[config.mk]
export PLATFORM = sky130hd
export DESIGN_NAME = branch_resolve_unit
export DESIGN_NICKNAME = d
export VERILOG_FILES = /design/src/rtl/branch_pkg.sv /design/src/rtl/branch_bht.sv /design/src/rtl/branch_resolve_unit.sv
export SDC_FILE = /design/constraint.sdc
export NUM_CORES = 1
export LEC_CHECK = 0
export BUFFER_PORTS_ARGS = -buffer_cell sky130_fd_sc_hd__buf_4
export CAP_MARGIN = 20
export CORE_MARGIN = 2
export CORE_UTILIZATION = 55
export CTS_BUF_LIST = sky130_fd_sc_hd__clkbuf_8 sky130_fd_sc_hd__clkbuf_16
export CTS_CLUSTER_DIAMETER = 150
export DETAILED_ROUTE_END_ITERATION = 8
export PLACE_DENSITY = 0.88
export SKIP_LAST_GASP = 1
export SLEW_MARGIN = 40
export SYNTH_ARGS = -nofsm -noshare
export SYNTH_HDL_FRONTEND = slang
export SYNTH_SLANG_ARGS = --single-unit
[constraint.sdc]
create_clock -name clk -period 2.4 [get_ports clk]
set_input_delay 0.24 -clock clk [delete_from_list [all_inputs] [get_ports clk]]
set_output_delay 0.24 -clock clk [all_outputs]
set_load 0.005 [all_outputs]
[src/rtl/branch_pkg.sv]
// Shared definitions for the branch resolve unit: funct3 codes, compare flags,
// predictor counter constants and the condition/legality helpers.
package branch_pkg;

  localparam int unsigned F3_W = 3;
  localparam int unsigned CTR_W = 2;

  localparam logic [F3_W-1:0] F3_BEQ  = 3'b000;
  localparam logic [F3_W-1:0] F3_BNE  = 3'b001;
  localparam logic [F3_W-1:0] F3_BLT  = 3'b100;
  localparam logic [F3_W-1:0] F3_BGE  = 3'b101;
  localparam logic [F3_W-1:0] F3_BLTU = 3'b110;
  localparam logic [F3_W-1:0] F3_BGEU = 3'b111;

  // Predictor counters start weakly not-taken and saturate at both ends
  localparam logic [CTR_W-1:0] CTR_INIT = 2'b01;
  localparam logic [CTR_W-1:0] CTR_MIN  = 2'b00;
  localparam logic [CTR_W-1:0] CTR_MAX  = 2'b11;

  typedef struct packed {
    logic eq;
    logic lt;
    logic ltu;
  } cmp_flags_t;

  // Only 010 and 011 are unused encodings in the branch funct3 space
  function automatic logic f3_illegal(input logic [F3_W-1:0] f3);
    return (f3 == 3'b010) || (f3 == 3'b011);
  endfunction

  // Pick the branch condition from precomputed compare flags; illegal codes never take
  function automatic logic cond_taken(input logic [F3_W-1:0] f3, input cmp_flags_t f);
    logic t;
    t = 1'b0;
    case (f3)
      F3_BEQ:  t = f.eq;
      F3_BNE:  t = !f.eq;
      F3_BLT:  t = f.lt;
      F3_BGE:  t = !f.lt;
      F3_BLTU: t = f.ltu;
      F3_BGEU: t = !f.ltu;
      default: t = 1'b0;
    endcase
    return t;
  endfunction

endpackage

[src/rtl/branch_bht.sv]
// Branch history table: ENTRIES 2-bit saturating counters indexed by pc word bits.
// Lookup is combinational and sees the pre-update value on a same-index collision.
module branch_bht
  import branch_pkg::*;
#(
  parameter int unsigned PC_W    = 32,
  parameter int unsigned ENTRIES = 16
) (
  input  logic            clk,
  input  logic            rst_n,
  input  logic [PC_W-1:0] i_lookup_pc,
  output logic            o_lookup_taken,
  input  logic            i_upd_en,
  input  logic [PC_W-1:0] i_upd_pc,
  input  logic            i_upd_taken
);

  localparam int unsigned IDX_W = (ENTRIES > 1) ? $clog2(ENTRIES) : 1;

  logic [CTR_W-1:0] r_ctr [ENTRIES];
  logic [IDX_W-1:0] w_lookup_idx;
  logic [IDX_W-1:0] w_upd_idx;
  logic [CTR_W-1:0] w_upd_cur;
  logic [CTR_W-1:0] w_upd_next;
  logic             w_unused_pc_bits;

  assign w_lookup_idx     = i_lookup_pc[IDX_W+1:2];
  assign w_upd_idx        = i_upd_pc[IDX_W+1:2];
  assign w_upd_cur        = r_ctr[w_upd_idx];
  assign o_lookup_taken   = r_ctr[w_lookup_idx][CTR_W-1];
  assign w_unused_pc_bits = ^{i_lookup_pc[PC_W-1:IDX_W+2], i_lookup_pc[1:0],
                              i_upd_pc[PC_W-1:IDX_W+2], i_upd_pc[1:0]};

  // Saturating step toward the resolved direction
  always_comb begin
    w_upd_next = w_upd_cur;
    if (i_upd_taken) begin
      if (w_upd_cur != CTR_MAX) w_upd_next = w_upd_cur + CTR_W'(1);
    end else begin
      if (w_upd_cur != CTR_MIN) w_upd_next = w_upd_cur - CTR_W'(1);
    end
  end

  // Counter storage; reset returns every entry to weak not-taken
  always_ff @(posedge clk or negedge rst_n) begin
    if (!rst_n) begin
      for (int unsigned i = 0; i < ENTRIES; i++) r_ctr[i] <= CTR_INIT;
    end else if (i_upd_en) begin
      r_ctr[w_upd_idx] <= w_upd_next;
    end
  end

endmodule

[src/rtl/branch_resolve_unit.sv]
// Conditional branch resolver: compares raw operands, selects the funct3 condition,
// computes target and mispredict, with a PIPE-deep valid/ready pipeline and flush.
// Optional predictor table enabled by defining BRANCH_BHT_EN.
module branch_resolve_unit
  import branch_pkg::*;
#(
  parameter int unsigned XLEN        = 32,
  parameter int unsigned PC_W        = 32,
  parameter int unsigned PIPE        = 1,
  parameter int unsigned BHT_ENTRIES = 16
) (
  input  logic            clk,
  input  logic            rst_n,
  input  logic            flush,
  input  logic            in_valid,
  output logic            in_ready,
  input  logic [F3_W-1:0] in_funct3,
  input  logic [XLEN-1:0] in_rs1,
  input  logic [XLEN-1:0] in_rs2,
  input  logic [PC_W-1:0] in_pc,
  input  logic [PC_W-1:0] in_imm,
  input  logic            in_pred_taken,
  output logic            out_valid,
  input  logic            out_ready,
  output logic            out_taken,
  output logic [PC_W-1:0] out_target,
  output logic            out_mispredict,
  output logic            out_illegal
`ifdef BRANCH_BHT_EN
  ,
  input  logic [PC_W-1:0] bht_pc,
  output logic            bht_taken
`endif
);

  localparam logic [PC_W-1:0] PC_STEP = PC_W'(4);

  cmp_flags_t      w_in_flags;
  cmp_flags_t      w_src_flags;
  logic            w_src_valid;
  logic [PC_W-1:0] w_src_pc;
  logic [PC_W-1:0] w_src_imm;
  logic [F3_W-1:0] w_src_f3;
  logic            w_src_pred;
  logic            w_fin_adv;
  logic            w_fin_load;
  logic            w_taken;
  logic            w_illegal;
  logic [PC_W-1:0] w_target;

  logic            r_out_valid;
  logic            r_out_taken;
  logic [PC_W-1:0] r_out_target;
  logic            r_out_mispredict;
  logic            r_out_illegal;

  // Full-width operand compares
  assign w_in_flags.eq  = (in_rs1 == in_rs2);
  assign w_in_flags.lt  = ($signed(in_rs1) < $signed(in_rs2));
  assign w_in_flags.ltu = (in_rs1 < in_rs2);

  // Output stage can take a new entry when empty or being drained this cycle
  assign w_fin_adv = !r_out_valid || out_ready;

  generate
    if (PIPE == 2) begin : g_pipe2
      logic            r_s1_valid;
      cmp_flags_t      r_s1_flags;
      logic [PC_W-1:0] r_s1_pc;
      logic [PC_W-1:0] r_s1_imm;
      logic [F3_W-1:0] r_s1_f3;
      logic            r_s1_pred;
      logic            w_s1_load;

      assign in_ready  = flush || !r_s1_valid || w_fin_adv;
      assign w_s1_load = in_valid && in_ready && !flush;

      // Compare stage: latch flags and the payload needed for select/add
      always_ff @(posedge clk or negedge rst_n) begin
        if (!rst_n) begin
          r_s1_valid <= 1'b0;
          r_s1_flags <= '0;
          r_s1_pc    <= '0;
          r_s1_imm   <= '0;
          r_s1_f3    <= '0;
          r_s1_pred  <= 1'b0;
        end else begin
          if (flush)          r_s1_valid <= 1'b0;
          else if (w_s1_load) r_s1_valid <= 1'b1;
          else if (w_fin_adv) r_s1_valid <= 1'b0;
          if (w_s1_load) begin
            r_s1_flags <= w_in_flags;
            r_s1_pc    <= in_pc;
            r_s1_imm   <= in_imm;
            r_s1_f3    <= in_funct3;
            r_s1_pred  <= in_pred_taken;
          end
        end
      end

      assign w_src_valid = r_s1_valid;
      assign w_src_flags = r_s1_flags;
      assign w_src_pc    = r_s1_pc;
      assign w_src_imm   = r_s1_imm;
      assign w_src_f3    = r_s1_f3;
      assign w_src_pred  = r_s1_pred;
    end else begin : g_pipe1
      assign in_ready    = flush || w_fin_adv;
      assign w_src_valid = in_valid;
      assign w_src_flags = w_in_flags;
      assign w_src_pc    = in_pc;
      assign w_src_imm   = in_imm;
      assign w_src_f3    = in_funct3;
      assign w_src_pred  = in_pred_taken;
    end
  endgenerate

  // Condition select and target add feeding the output stage
  assign w_illegal  = f3_illegal(w_src_f3);
  assign w_taken    = !w_illegal && cond_taken(w_src_f3, w_src_flags);
  assign w_target   = w_taken ? (w_src_pc + w_src_imm) : (w_src_pc + PC_STEP);
  assign w_fin_load = w_src_valid && w_fin_adv && !flush;

  // Output stage: results held until the consumer takes them
  always_ff @(posedge clk or negedge rst_n) begin
    if (!rst_n) begin
      r_out_valid      <= 1'b0;
      r_out_taken      <= 1'b0;
      r_out_target     <= '0;
      r_out_mispredict <= 1'b0;
      r_out_illegal    <= 1'b0;
    end else begin
      if (flush)          r_out_valid <= 1'b0;
      else if (w_fin_adv) r_out_valid <= w_src_valid;
      if (w_fin_load) begin
        r_out_taken      <= w_taken;
        r_out_target     <= w_target;
        r_out_mispredict <= w_taken ^ w_src_pred;
        r_out_illegal    <= w_illegal;
      end
    end
  end

  assign out_valid      = r_out_valid;
  assign out_taken      = r_out_taken;
  assign out_target     = r_out_target;
  assign out_mispredict = r_out_mispredict;
  assign out_illegal    = r_out_illegal;

`ifdef BRANCH_BHT_EN
  logic [PC_W-1:0] r_out_pc;

  // Branch pc travels with the result so the predictor trains on the right entry
  always_ff @(posedge clk or negedge rst_n) begin
    if (!rst_n)          r_out_pc <= '0;
    else if (w_fin_load) r_out_pc <= w_src_pc;
  end

  branch_bht #(
    .PC_W    (PC_W),
    .ENTRIES (BHT_ENTRIES)
  ) u_bht (
    .clk            (clk),
    .rst_n          (rst_n),
    .i_lookup_pc    (bht_pc),
    .o_lookup_taken (bht_taken),
    .i_upd_en       (r_out_valid && out_ready && !r_out_illegal),
    .i_upd_pc       (r_out_pc),
    .i_upd_taken    (r_out_taken)
  );
`else
  logic [31:0] w_unused_bht_cfg;
  assign w_unused_bht_cfg = 32'(BHT_ENTRIES);
`endif

endmodule

Word level (Yosys, flattened, before mapping)
Cells that the tools add are included.
{"block": "classes", "addsub": 2, "n_lt_le_gt_ge": 2, "eq_ne": 8, "muxes": 4, "bitwise_logic": 1, "n_reduce_logical": 14}
{"op": "$lt 32x32->1", "n": 2}
{"op": "$add 32x3->32 const B", "n": 1}
{"op": "$add 32x32->32", "n": 1}
{"op": "$eq 32x32->1", "n": 1}
{"op": "$mux 32", "n": 1}
{"op": "$eq 3x3->1 const B", "n": 4}
{"op": "$eq 3x2->1 const B", "n": 2}
{"op": "$logic_not 1->1", "n": 6}
{"op": "$pmux 1 s6", "n": 1}
{"op": "$eq 3x1->1 const B", "n": 1}
{"op": "$logic_and 1x1->1", "n": 3}
{"op": "$logic_not 3->1", "n": 1}
{"op": "$logic_or 1x1->1", "n": 3}
{"op": "$mux 1", "n": 2}
{"op": "$reduce_bool 2->1", "n": 1}
{"op": "$xor 1x1->1", "n": 1}
{"block": "totals", "reg_bits": 36, "elab_cells": 36}

Logic depth before layout (Yosys ltp)
Gate-level depths: netlist of the first run.
{"block": "logic_depth", "word_depth": 5, "depth_mapped": 13, "ltp_nobuf": 12}

Worst setup path after synthesis of the first run
OpenSTA, ideal clock, no wires.
{"block": "synth_path", "path_type": "input -> register", "start": "input in_rs2[15]", "end": "register r_out_target[1], in the netlist out_target[1]", "arrival_time_ps": 2363, "required_time_ps": 2275, "setup_slack_ps": -87, "path_stages": 13, "path_buffers": 2, "path_cell_list": "inv_1 ha_1 nand4_2 nor3_2 a21boi_1 o41a_1 nor3_2 xnor2_1 o211a_1 buf_6 buf_6 mux2i_1 mux2_2"}
{"block": "synth_via", "elab_chain_cells": 5, "elab_cells_between_ends": 9, "classes_between": "order compare (2); eq/ne (1); mux (2); reduce/logical (4)"}
{"item": "start: declaration", "line_no": "branch_resolve_unit.sv:19", "rtl": "input logic [XLEN-1:0] in_rs2,"}
{"item": "$lt 32x32->1, or another cell as far along", "line_no": "branch_resolve_unit.sv:60", "rtl": "assign w_in_flags.ltu = (in_rs1 < in_rs2);"}
{"item": "$logic_not 1->1 (on tied branches)", "line_no": "branch_pkg.sv:41, branch_pkg.sv:37, branch_pkg.sv:39"}
{"item": "$pmux 1 s6 *", "line_no": "branch_pkg.sv:35", "rtl": "case (f3)"}
{"item": "$logic_and 1x1->1 *", "line_no": "branch_resolve_unit.sv:120", "rtl": "assign w_taken = !w_illegal && cond_taken(w_src_f3, w_src_flags);"}
{"item": "$mux 32 *", "line_no": "branch_resolve_unit.sv:121", "rtl": "assign w_target = w_taken ? (w_src_pc + w_src_imm) : (w_src_pc + PC_STEP);"}
{"item": "end signal: assignment", "line_no": "branch_resolve_unit.sv:137", "rtl": "r_out_target <= w_target;"}
{"item": "end: declaration", "line_no": "branch_resolve_unit.sv:53", "rtl": "logic [PC_W-1:0] r_out_target;"}
Every way passes the cells marked *; elsewhere a longest branch is shown, timed or not.
A chain may end at the register's enable or synchronous reset.

Worst setup path after layout of the first run
{"block": "layout_path", "start": "input in_rs2[15]", "end": "register r_out_target[28], in the netlist out_target[28]"}
The elaborated chain is that of the path after synthesis.

==> metrics.md, run 1 <==
| Metric | Value |
|---|---|
| Antenna cell count | 0 |
| Post-synth EDFFs | 0 |
| Clk sinks | 36 |
| Peak VDD IR | 0.335 mV |
| Worst hold path type | primary input to register |
| Number of nets with antenna violations after routing | 0 |
| Max cap viols | 0 |
| Placed cell count | between 900 and 1k |
| Final period utilization | 123% |
| Synth cell types | 57 |
| Crit start category | primary input |
| Largest net degree at the start of global routing | 37 |
| Total CTS buffers | 5 |
| Critical path required time | 2.62 ns |
| CP cell instances | buf_4 > inv_2 > ha_4 > a21oi_1 > o21ai_0 > o41a_1 > nor2_2 > o32a_1 > o211a_4 > buf_4 > mux2_4 > o21ai_1 |
| Yosys reg bits | 36 |
| Run status | finished with violations |
| Die X | 94.7 µm |
| Vias in the first global route | around 5.3k |
| Final Non-Filler Cells | 921 |
| Slew margin rel. | 49.6% |
| Global-route wire length before repair | 22900 µm |
| WL per Instance | 19.5 µm |
| Crit path DAT | 3.18 ns |
| Worst-Skew Late Latency | 0.30 ns |
| Crit path kind | primary input to register |
| Min cycle time layout | ~3.0 ns |
| Post-synthesis instance area | 4520 µm² |
| Crit-path most repeated cell | buf_4 |
| Max FO, Critical Path | 8 |
| Async S/R FF share, synth | 100% |
| Pwr/cell area | 437 nW/µm² |
| CTS Root Cell | clkbuf_8 |
| Tightest Pin Transition | 0.746 ns |
| I/O Pins | 174 |
| Static Leak | 3.64 nW |
| Initial Utilization | between 50% and 60% |
| Most common cell after layout, fill and taps aside | buf_4 |
| Pins Over Slew Limit | 0 |
| # setup viols final | 34 |
| Die span in y | approximately 95 µm |
| CP Capture Type | register |
| Setup ws final | -0.553 ns |
| Core box area | 8090 µm² |
| Seq/Total Area, Yosys | 19.9% |
| Post-synth net total | 757 |
| Share of the synthesized area in the top cell type | 19.9% |
| Most used flip-flop cell after synthesis | dfrtp_1 |
| Hold Slack | 0.249 ns |
| Initial antenna violation count | 0 |
| Largest area contributor in the netlist | dfrtp_1 |
| Syn_area_per_cell | 8.15 µm² |
| Die area | 8960 µm² |
| Gr usage total | 31.9% |
| DRC Markers | 0 |
| Final Hold Fails | 0 |
| Vias per cell | 6.08 |
| Layout cells sized above 1 | 41.9% |
| Fillers | 408 |
| Commonest cells after routing, fill and taps aside | buf_4 (255), nand2_1 (67), ha_1 (49) |
| Area after DPL | 6540 µm² |
| Worst path slowest cell | o41a_1 |
| YS warnings | 0 |
| Max clock buf depth | 2 |
| RSZ-0062 raised after global routing | true |
| IO Port Bufs | 173 |
| RePlAce Congestion | 0.963 |
| 1st-iter DRT viols | 373 |
| Global route total overflow | 0 |
| Fmax | 339 MHz |
| Violated checks | setup timing |
| Pre-Repair DR Iteration Count | 6 |
| Final net count | 1017 |
| Area Overhead vs Synth | 57.4% |
| DR vias | 5598 |
| Clk slew on worst S/H paths | about 0.09 ns |
| FP Rows | 33 |
| Maximum level of the CTS H-tree | 2 |
| Gate Count Post-Synth | 555 |
| Post-Route Skew | 0.00915 ns |
| Area contributors post-synth | dfrtp_1 (20%), ha_1 (18%), xnor2_1 (7.2%), mux2i_1 (5.8%), nand2_1 (5.6%) |
| Dpl hpwl | 11800 µm |
| CTS tree | yes |
| Routed WL | 17900 µm |
| Post-route cell area | 7120 µm² |
| CP max stage delay | 0.45 ns |
==> cells in the mapped netlist, drive strengths merged, types with 2 or more instances <==
cell type / n
a221oi: 2
xor2: 23
and3: 13
nor4: 2
o21a: 4
a211oi: 8
o31ai: 3
or2: 3
a21oi: 37
nor3: 6
nor2b: 4
o2111ai: 2
mux2: 5
o21ai: 46
and2: 7
nor2: 19
xnor2: 37
nand4: 13
buf: 4
o211ai: 3
and4: 4
nand2b: 6
ha: 64
a31oi: 4
o21bai: 4
mux2i: 26
nand3: 16
nand2: 68
inv: 38
a21boi: 2
dfrtp: 36
a21o: 17
clkbuf: 11
==> metrics by stage <==
step	setup slack, ns	TNS (ns)	total power [mW]	utilization (%)
2_1_floorplan	0.00235	0	1.54	-
3_3_place_gp	-0.428	-12.37	2.24	80.8
3_5_place_dp	-0.596	-17.37	2.30	80.8
4_1_cts	0.00130	0	2.91	84.5
5_1_grt	-0.554	-15.86	3.27	87.9
6_report	-0.553	-15.61	3.11	87.9
==> cell type report <==
| type | count | area (µm²) | share of cell area [%] |
|---|---|---|---|
| multi-input cells | 467 | 3750 | 52.8 |
| inverters | 38 | 158 | 2.22 |
| flip-flops and latches | 36 | 901 | 12.7 |
| well taps | 105 | 131 | 1.85 |
| repair buffers | 267 | 2060 | 29.0 |
| clock buffers | 5 | 68.8 | 0.967 |
| clock inverters | 3 | 42.5 | 0.598 |
==> sequential cells by signal (all words and copies together), names as in the netlist <==
name / flops
out_illegal: 1
out_mispredict: 1
out_taken: 1
out_target: 32
out_valid: 1
==> repair_timing <==
action	in CTS	in global routing
endpoints found under the setup margin	34	34
pin swaps	9	23
hold buffers	1	0
gates resized for setup	19	81
gates cloned	1	0
endpoints found under the hold margin	36	0
buffers inserted	4	3
==> cell families (layout without fill, tap and decap cells) <==
family	Yosys count	count (layout)	share of synthesized area (%)
XOR/XNOR	60	60	11.6
buffers and inverters	53	313	4.98
flip-flops	36	36	19.9
AND/OR/NAND/NOR	166	166	18.4
adder cells (fa/ha/maj)	65	65	18.2
multiplexers	31	31	7.00
AO/OA/AOI/OAI	144	145	20.0
==> path summary, 6_finish.rpt <==
path | to | slack, ns | cells past startpoint | startpoint
max | out_target[28] | -0.55 | 12 | in_rs2[15]
min | out_valid | 0.25 | 3 | in_valid
max reg2reg | out_target[30] | 0.81 | 5 | out_valid
min reg2reg | out_target[8] | 0.50 | 2 | out_target[8]
max in group asynchronous | out_target[6] | 1.56 | 2 | rst_n
min in group asynchronous | out_target[31] | 0.47 | 2 | rst_n
==> routing by layer <==
metal / track usage, % / share of wire (%) / routed length (µm)
met1: 36.5 / 36 / 6470
met2: 59.5 / 48 / 8630
met3: 3.67 / 9.7 / 1740
met4: 13.4 / 6.1 / 1100
met5: 0 / 0 / 0
==> report_power, final <==
group	internal, mW	switching, mW
combinational	0.928	0.800
sequential	0.735	0.0897
clock	0.308	0.252
==> worst max-delay path: cells and delay by family <==
family,cells,cell delay (ns)
multiplexers,1,0.29
adder cells (fa/ha/maj),1,0.21
AND/OR/NAND/NOR,1,0.18
buffers and inverters,3,0.34
AO/OA/AOI/OAI,6,1.91
No activity file was read; power rests on OpenSTA's default activity.
==> run 2: changes to the inputs <==
--- a/config.mk
+++ b/config.mk
@@ -6,13 +6,13 @@
 export NUM_CORES = 1
 export LEC_CHECK = 0
 export BUFFER_PORTS_ARGS = -buffer_cell sky130_fd_sc_hd__buf_4
-export CAP_MARGIN = 20
+export CAP_MARGIN = 10
 export CORE_MARGIN = 2
-export CORE_UTILIZATION = 55
+export CORE_UTILIZATION = 51
 export CTS_BUF_LIST = sky130_fd_sc_hd__clkbuf_8 sky130_fd_sc_hd__clkbuf_16
 export CTS_CLUSTER_DIAMETER = 150
 export DETAILED_ROUTE_END_ITERATION = 8
-export PLACE_DENSITY = 0.88
+export PLACE_DENSITY = 0.83
 export SKIP_LAST_GASP = 1
 export SLEW_MARGIN = 40
 export SYNTH_ARGS = -nofsm -noshare
==> constraint.sdc (replaced) <==
create_clock -name clk -period 2.98 [get_ports clk]
set_input_delay 0.298 -clock clk [delete_from_list [all_inputs] [get_ports clk]]
set_output_delay 0.298 -clock clk [all_outputs]
set_load 0.005 [all_outputs]
==> run 2 against run 1 <==
Against the previous run: the run now ends clean; die area up 7.5%; non-clock buffer count down 84; critical path depth unchanged; sequential share of layout area up 2.2 points; cell count down 8.9%; register-to-register slack better by 0.76 ns; wire length down 28%; global-route usage down 6.0 points; sequential power down 21%; final area down 15%; sequential cell count unchanged; utilization down 18 points.
==> metrics.md, run 2 (same netlist as run 1, synthesis figures left out) <==
| Metric | Value |
|---|---|
| Fillers | 686 |
| Initial Utilization | roughly 52% |
| Post-Route Skew | 0.0147 ns |
| RePlAce Congestion | 0.872 |
| I/O Pins | 174 |
| Area occupied by multi-input gates | 3400 µm² |
| Final Non-Filler Cells | between 800 and 900 |
| Pwr/cell area | 346 nW/µm² |
| Initial antenna violation count | 0 |
| Tightest Pin Transition | roughly 0.56 ns |
| Clock power frac | 18.1% |
| Most common cell after layout, fill and taps aside | buf_4 |
| Hold_buf cts | 1 |
| DRC Markers | 0 |
| Final Hold Fails | 0 |
| Antenna cell count | 0 |
| Met2 wire len | 6510 µm |
| Global route total overflow | 0 |
| Run status | finished, final reports clean |
| Routed WL | 12900 µm |
| # Post-CTS Setup Buffers | 0 |
| CTS resizes | 0 |
| Psw | 756 µW |
| RSZ-0062 raised after global routing | false |
| Wl on met1 | 5350 µm |
| Register share of total power | 31.0% |
| Crit path kind | primary input to register |
| Max clock buf depth | 2 |
| CTS Root Cell | clkbuf_8 |
| Net Sw Frac | 36.0% |
| WL per Instance | 15.3 µm |
| Die area | 9640 µm² |
| CTS tree | yes |
| Static Leak | 3.20 nW |
| CP Capture Type | register |
| Commonest cells after routing, fill and taps aside | buf_4 (181), nand2_1 (68), ha_1 (64) |
| Pins Over Slew Limit | 0 |
| Maximum level of the CTS H-tree | 2 |
| Placed cell count | 830 |
| Top sig layer | met4 |
| Vias in the first global route | 4768 |
| Final net count | 932 |
| Dpl hpwl | 10600 µm |
| Die span in y | 98.2 µm |
| Die X | 98.2 µm |
| Clk slew on worst S/H paths | 0.09 ns |
| Fmax | 367 MHz |
| Slew margin rel. | ~63% |
| Total CTS buffers | 5 |
| Layout cells sized above 1 | 28.2% |
| Vias per cell | 5.61 |
| Crit path DAT | 2.89 ns |
| Crit start category | primary input |
| Max FO, Critical Path | 15 |
| Clk sinks | 36 |
| Largest net degree at the start of global routing | 45 |
| Max cap viols | 0 |
| Area occupied by registers | 901 µm² |
| Global-route wire length before repair | 21200 µm |
| DR vias | about 4.7k |
| Pre-Repair DR Iteration Count | 4 |
| Worst hold path type | primary input to register |
| Critical path required time | 3.14 ns |
| # setup viols final | 0 |
| Min cycle time layout | 2.73 ns |
| Int Pwr | 1.34 mW |
| Setup TNS | 0 ns |
| Core box area | 8680 µm² |
| FP Rows | 34 |
| Final period utilization | 91.5% |
| Combinational group share of total power | 50.8% |
| IO Port Bufs | ~170 |
| Gr usage total | 25.9% |
| Area Overhead vs Synth | 34.1% |
| Max reg flops | 32 |
| 1st-iter DRT viols | 154 |
| Worst-Skew Late Latency | about 0.29 ns |
| Peak VDD IR | 0.252 mV |
| Met3 wire length | 752 µm |
| Number of nets with antenna violations after routing | 0 |
## run 2: area by class of cell
| class | count | share of cell area [%] |
|---|---|---|
| inverter | 38 | 2.35 |
| sequential | 36 | 14.9 |
| multi-input combinational | 466 | 56.1 |
| timing repair buffer | 183 | 22.9 |
| clock buffer | 6 | 1.36 |
| tap | 108 | 2.23 |
| clock inverter | 2 | 0.165 |
## run 2: power groups by stage
| stage | registers, mW | clock network [mW] | logic (mW) |
|---|---|---|---|
| floorplan | 0.662 | 0 | 0.577 |
| global placement | 0.658 | 0 | 1.03 |
| detailed placement | 0.661 | 0 | 1.06 |
| CTS | 0.653 | 0.389 | 1.07 |
| global route | 0.665 | 0.407 | 1.18 |
| finish | 0.651 | 0.380 | 1.07 |
## run 2: layer usage
metal	GRT usage (%)	vias to the layer above
li1	-	2344
met1	31.8	2153
met3	2.65	23
met4	5.80	0
met5	0	-
met2	48.8	187
## run 2: critical path, stage by stage
cell and delay (ns):
buf_4 0.11, ha_1 0.29, nor2b_1 0.14, o211ai_2 0.13, a21boi_1 0.09, o41a_1 0.46, nor3_2 0.18, xnor2_1 0.14
o211a_2 0.49, buf_4 0.26, mux2i_1 0.19, o21ai_0 0.10
## run 2: path summary, 6_finish.rpt
check | startpoint | end | slack (ns) | cells after the start
worst max-delay path | in_rs1[1] | out_target[10] | 0.25 | 12
worst min-delay path | flush | out_valid | 0.28 | 3
min in group asynchronous | rst_n | out_target[7] | 0.52 | 2
worst min register to register | out_illegal | out_illegal | 0.48 | 2
max in group asynchronous | rst_n | out_illegal | 2.10 | 2
worst max register to register | out_valid | out_target[20] | 1.57 | 4
## run 2: per-stage QoR
stage | utilization (%) | setup WS (ns) | instance area, µm² | total power [mW] | hold slack, ns
global placement | 68.6 | 0.0303 | 5960 | 1.69 | 0.293
global route | 69.9 | 0.0359 | 6060 | 2.25 | 0.298
CTS | 69.8 | 0.230 | 6060 | 2.11 | 0.278
detailed placement | 68.6 | -0.0841 | 5960 | 1.72 | 0.303
floorplan | - | 0.435 | 4520 | 1.24 | 0.00241
finish | 69.9 | 0.252 | 6060 | 2.10 | 0.283
==> run 3: changes to the inputs <==
--- a/config.mk
+++ b/config.mk
@@ -5,10 +5,11 @@
 export SDC_FILE = /design/constraint.sdc
 export NUM_CORES = 1
 export LEC_CHECK = 0
+export ABC_AREA = 1
 export BUFFER_PORTS_ARGS = -buffer_cell sky130_fd_sc_hd__buf_4
 export CAP_MARGIN = 10
 export CORE_MARGIN = 2
-export CORE_UTILIZATION = 51
+export CORE_UTILIZATION = 53
 export CTS_BUF_LIST = sky130_fd_sc_hd__clkbuf_8 sky130_fd_sc_hd__clkbuf_16
 export CTS_CLUSTER_DIAMETER = 150
 export DETAILED_ROUTE_END_ITERATION = 8
==> run 3 against run 2 <==
Against the previous run: die area increased by 12%; highest routed layer unchanged; critical endpoint is now out_target[20]; register-to-register slack lost 0.22 ns; via count grew 27%; critical path type unchanged; non-clock buffer count down 3; sequential share of layout area fell by 1.7 points; critical path depth increased by 3.
==> metrics.md, run 3 <==
| Metric | Value |
|---|---|
| Run status | finished, final reports clean |
| Gate Count Post-Synth | 845 |
| Number of nets with antenna violations after routing | 0 |
| Crit path DAT | 2.44 ns |
| Sum of buffers and inverters on the critical path | 1 |
| IO Port Bufs | 173 |
| Fmax | around 440 MHz |
| Max clock buf depth | 2 |
| Clk slew on worst S/H paths | 0.08 ns |
| Max FO, Critical Path | 34 |
| Pre-Repair DR Iteration Count | 6 |
| Top sig layer | met4 |
| Clk sinks | 36 |
| CTS tree | yes |
| # setup viols final | 0 |
| Synth cell types | 39 |
| Vias per cell | 5.21 |
| Met2 wire len | a little under 8000 µm |
| Global route total overflow | 0 |
| CTS Root Cell | clkbuf_8 |
| Antenna cell count | 0 |
| Post-Route Skew | 0.00552 ns |
| Post-synth top cells | nand2_1 (269), inv_1 (108), nand3_1 (86) |
| RSZ-0062 raised after global routing | false |
| DRC Markers | 0 |
| Reg2reg end | out_target[0] |
| Worst hold path type | primary input to register |
| Most common cell after layout, fill and taps aside | nand2_1 |
| CP max stage delay | around 0.35 ns |
| FP Rows | 36 |
| Die X | 104 µm |
| Post-synth net total | 1047 |
| WL per Instance | 14.0 µm |
| Pwr/cell area | 357 nW/µm² |
| Setup TNS | 0 ns |
| 1st-iter DRT viols | 306 |
| Flop2flop setup slack | 1.35 ns |
| CP delay by family, top | simple AND/OR/NAND/NOR gates |
| Area contributors post-synth | nand2_1 (19%), dfrtp_1 (17%), ha_1 (15%), nand3_1 (8.1%), inv_1 (7.7%) |
| Crit path kind | primary input to register |
| Crit start category | primary input |
| Pins Over Slew Limit | 0 |
| Max reg flops | 32 |
| CTS resizes | 0 |
| Critical path required time | between 3 and 4 ns |
| Global-route wire length before repair | roughly 27000 µm |
| RePlAce Congestion | 0.921 |
| Largest net degree at the start of global routing | 39 |
| Routed WL | 16100 µm |
| Register share of total power | between 20% and 30% |
| Wl on met1 | ~7100 µm |
| Most used flip-flop cell after synthesis | dfrtp_1 |
| Net Sw Frac | between 40 and 50% |
| Min cycle time layout | 2.26 ns |
| Static Leak | 3.78 nW |
| Reg-to-Reg Start | out_valid |
| Core box area | just under 10000 µm² |
| Dpl hpwl | 14000 µm |
| Largest area contributor in the netlist | nand2_1 |
| Met3 wire length | 945 µm |
| Post-synthesis instance area | 5290 µm² |
| Psw | ~1000 µW |
| Min-delay src | in_pred_taken |
| Hold path cells | 4 |
| Hold Slack | 0.291 ns |
| Async S/R FF share, synth | 100% |
| Commonest cells after routing, fill and taps aside | nand2_1 (269), buf_4 (179), inv_1 (108) |
| Max cap viols | 0 |
| Worst path slowest cell | ha_1 |
| Final Hold Fails | 0 |
| Slew margin rel. | 67.1% |
| Total CTS buffers | 5 |
| Count leader, synth | nand2_1 |
| CP cell instances | buf_4 > ha_1 > nand2_1 > nor2_2 > nand2_1 > nor2_2 > nand2_2 > nand2_2 > nand2_1 > nand3_1 > nand2_2 > nand2_4 > nand2_1 > nand3_1 > nand2_1 |
| Clock power frac | 17.6% |
| Share of the synthesized area in the top cell type | a little under a fifth |
| Seq/Total Area, Yosys | 17.0% |
| Post-synth EDFFs | 0 |
| Initial antenna violation count | 0 |
| Area Overhead vs Synth | 29.0% |
| Initial Utilization | 54.4% |
| I/O Pins | 174 |
| Worst-Skew Late Latency | 0.29 ns |
| Syn_area_per_cell | 6.26 µm² |
| Peak VDD IR | 0.206 mV |
| Crit-path most repeated cell | nand2_1 |
| Final period utilization | about three quarters |
| Die area | 10800 µm² |
| Final net count | 1218 |
| Vias in the first global route | 5908 |
| Layout cells sized above 1 | between 10% and 20% |
| YS warnings | 0 |
| Die span in y | 104 µm |
| DR vias | 5994 |
| Int Pwr | 1.46 mW |
| Combinational group share of total power | between 50% and 60% |
| Worst R2R Path Depth | 9 |
| Yosys reg bits | 36 |
| Tightest Pin Transition | ~0.49 ns |
| CP Capture Type | register |
| Gr usage total | 30.4% |
| Maximum level of the CTS H-tree | 2 |
| Sink of the worst hold path | out_mispredict |
## run 3: cell count changes after synthesis, moves of 22 or more
cell     previous run  this run
nor2_1             19        53
nand2_1            68       269
inv_1              38       108
nand3_1            16        86
o21ai_0            42        20
mux2i_1            26         0
## run 3: cell type report
type	instances	area [µm²]
Multi-Input combinational cell	684	3880
Fill cell	875	2900
Timing Repair Buffer	180	1350
Sequential cell	36	901
Inverter	109	409
Tap cell	133	166
Clock buffer	5	68.8
Clock inverter	3	42.5
## run 3: kinds of logic (layout without fill, tap and decap cells)
logic type / Yosys count / in the layout / synth area share [%]
adder cells (fa/ha/maj): 65 / 65 / 15.5
AND/OR/NAND/NOR: 469 / 469 / 38.7
flip-flops: 36 / 36 / 17.0
buffers and inverters: 125 / 297 / 9.58
XOR/XNOR: 51 / 51 / 8.44
AO/OA/AOI/OAI: 99 / 99 / 10.7
## run 3: power by group through the flow
| stage | clock network, mW | logic (mW) | registers, mW |
|---|---|---|---|
| global placement | 0 | 1.30 | 0.692 |
| finish | 0.428 | 1.32 | 0.685 |
| floorplan | 0 | 0.746 | 0.694 |
| global route | 0.459 | 1.48 | 0.700 |
| detailed placement | 0 | 1.31 | 0.692 |
| CTS | 0.432 | 1.32 | 0.685 |
## run 3: metrics by stage
stage / setup WS, ns / utilization (%) / instance area [µm²] / power (mW) / instances
floorplan: 0.821 / - / 5290 / 1.44 / 845
global placement: 0.478 / 68.9 / 6700 / 1.99 / 1141
detailed placement: 0.442 / 68.9 / 6700 / 2.00 / 1141
CTS: 0.741 / 70.2 / 6830 / 2.43 / 1150
global route: 0.505 / 70.2 / 6830 / 2.64 / 1150
finish: 0.718 / 70.2 / 6830 / 2.44 / 1150
## run 3: what timing repair did
action | 4_1_cts | 5_1_grt
endpoints found under the hold margin | 36 | 0
setup buffers | 0 | 0
setup endpoints to repair | 0 | 0
hold buffers | 1 | 0
## run 3: layer usage
layer	up-vias	global-route usage (%)
met2	205	54.6
met5	-	0
met4	0	8.49
li1	3092	-
met1	2669	38.0
met3	28	3.95
## run 3: how the worst max path moves through the flow
stage	from	to	slack (ns)	cells past startpoint
global placement	in_pc[2]	out_target[19]	0.48	13
floorplan	in_pc[0]	out_target[28]	0.82	17
CTS	in_rs1[19]	out_target[23]	0.74	15
global route	in_pc[0]	out_target[28]	0.51	18
detailed placement	in_rs1[19]	out_target[23]	0.44	15
finish	in_rs1[31]	out_target[20]	0.72	15
## run 3: tightest hold or removal path: stages
cell and delay, ns:
buf_4 0.08, nand2_1 0.05, nand3_1 0.07, nand2_1 0.05
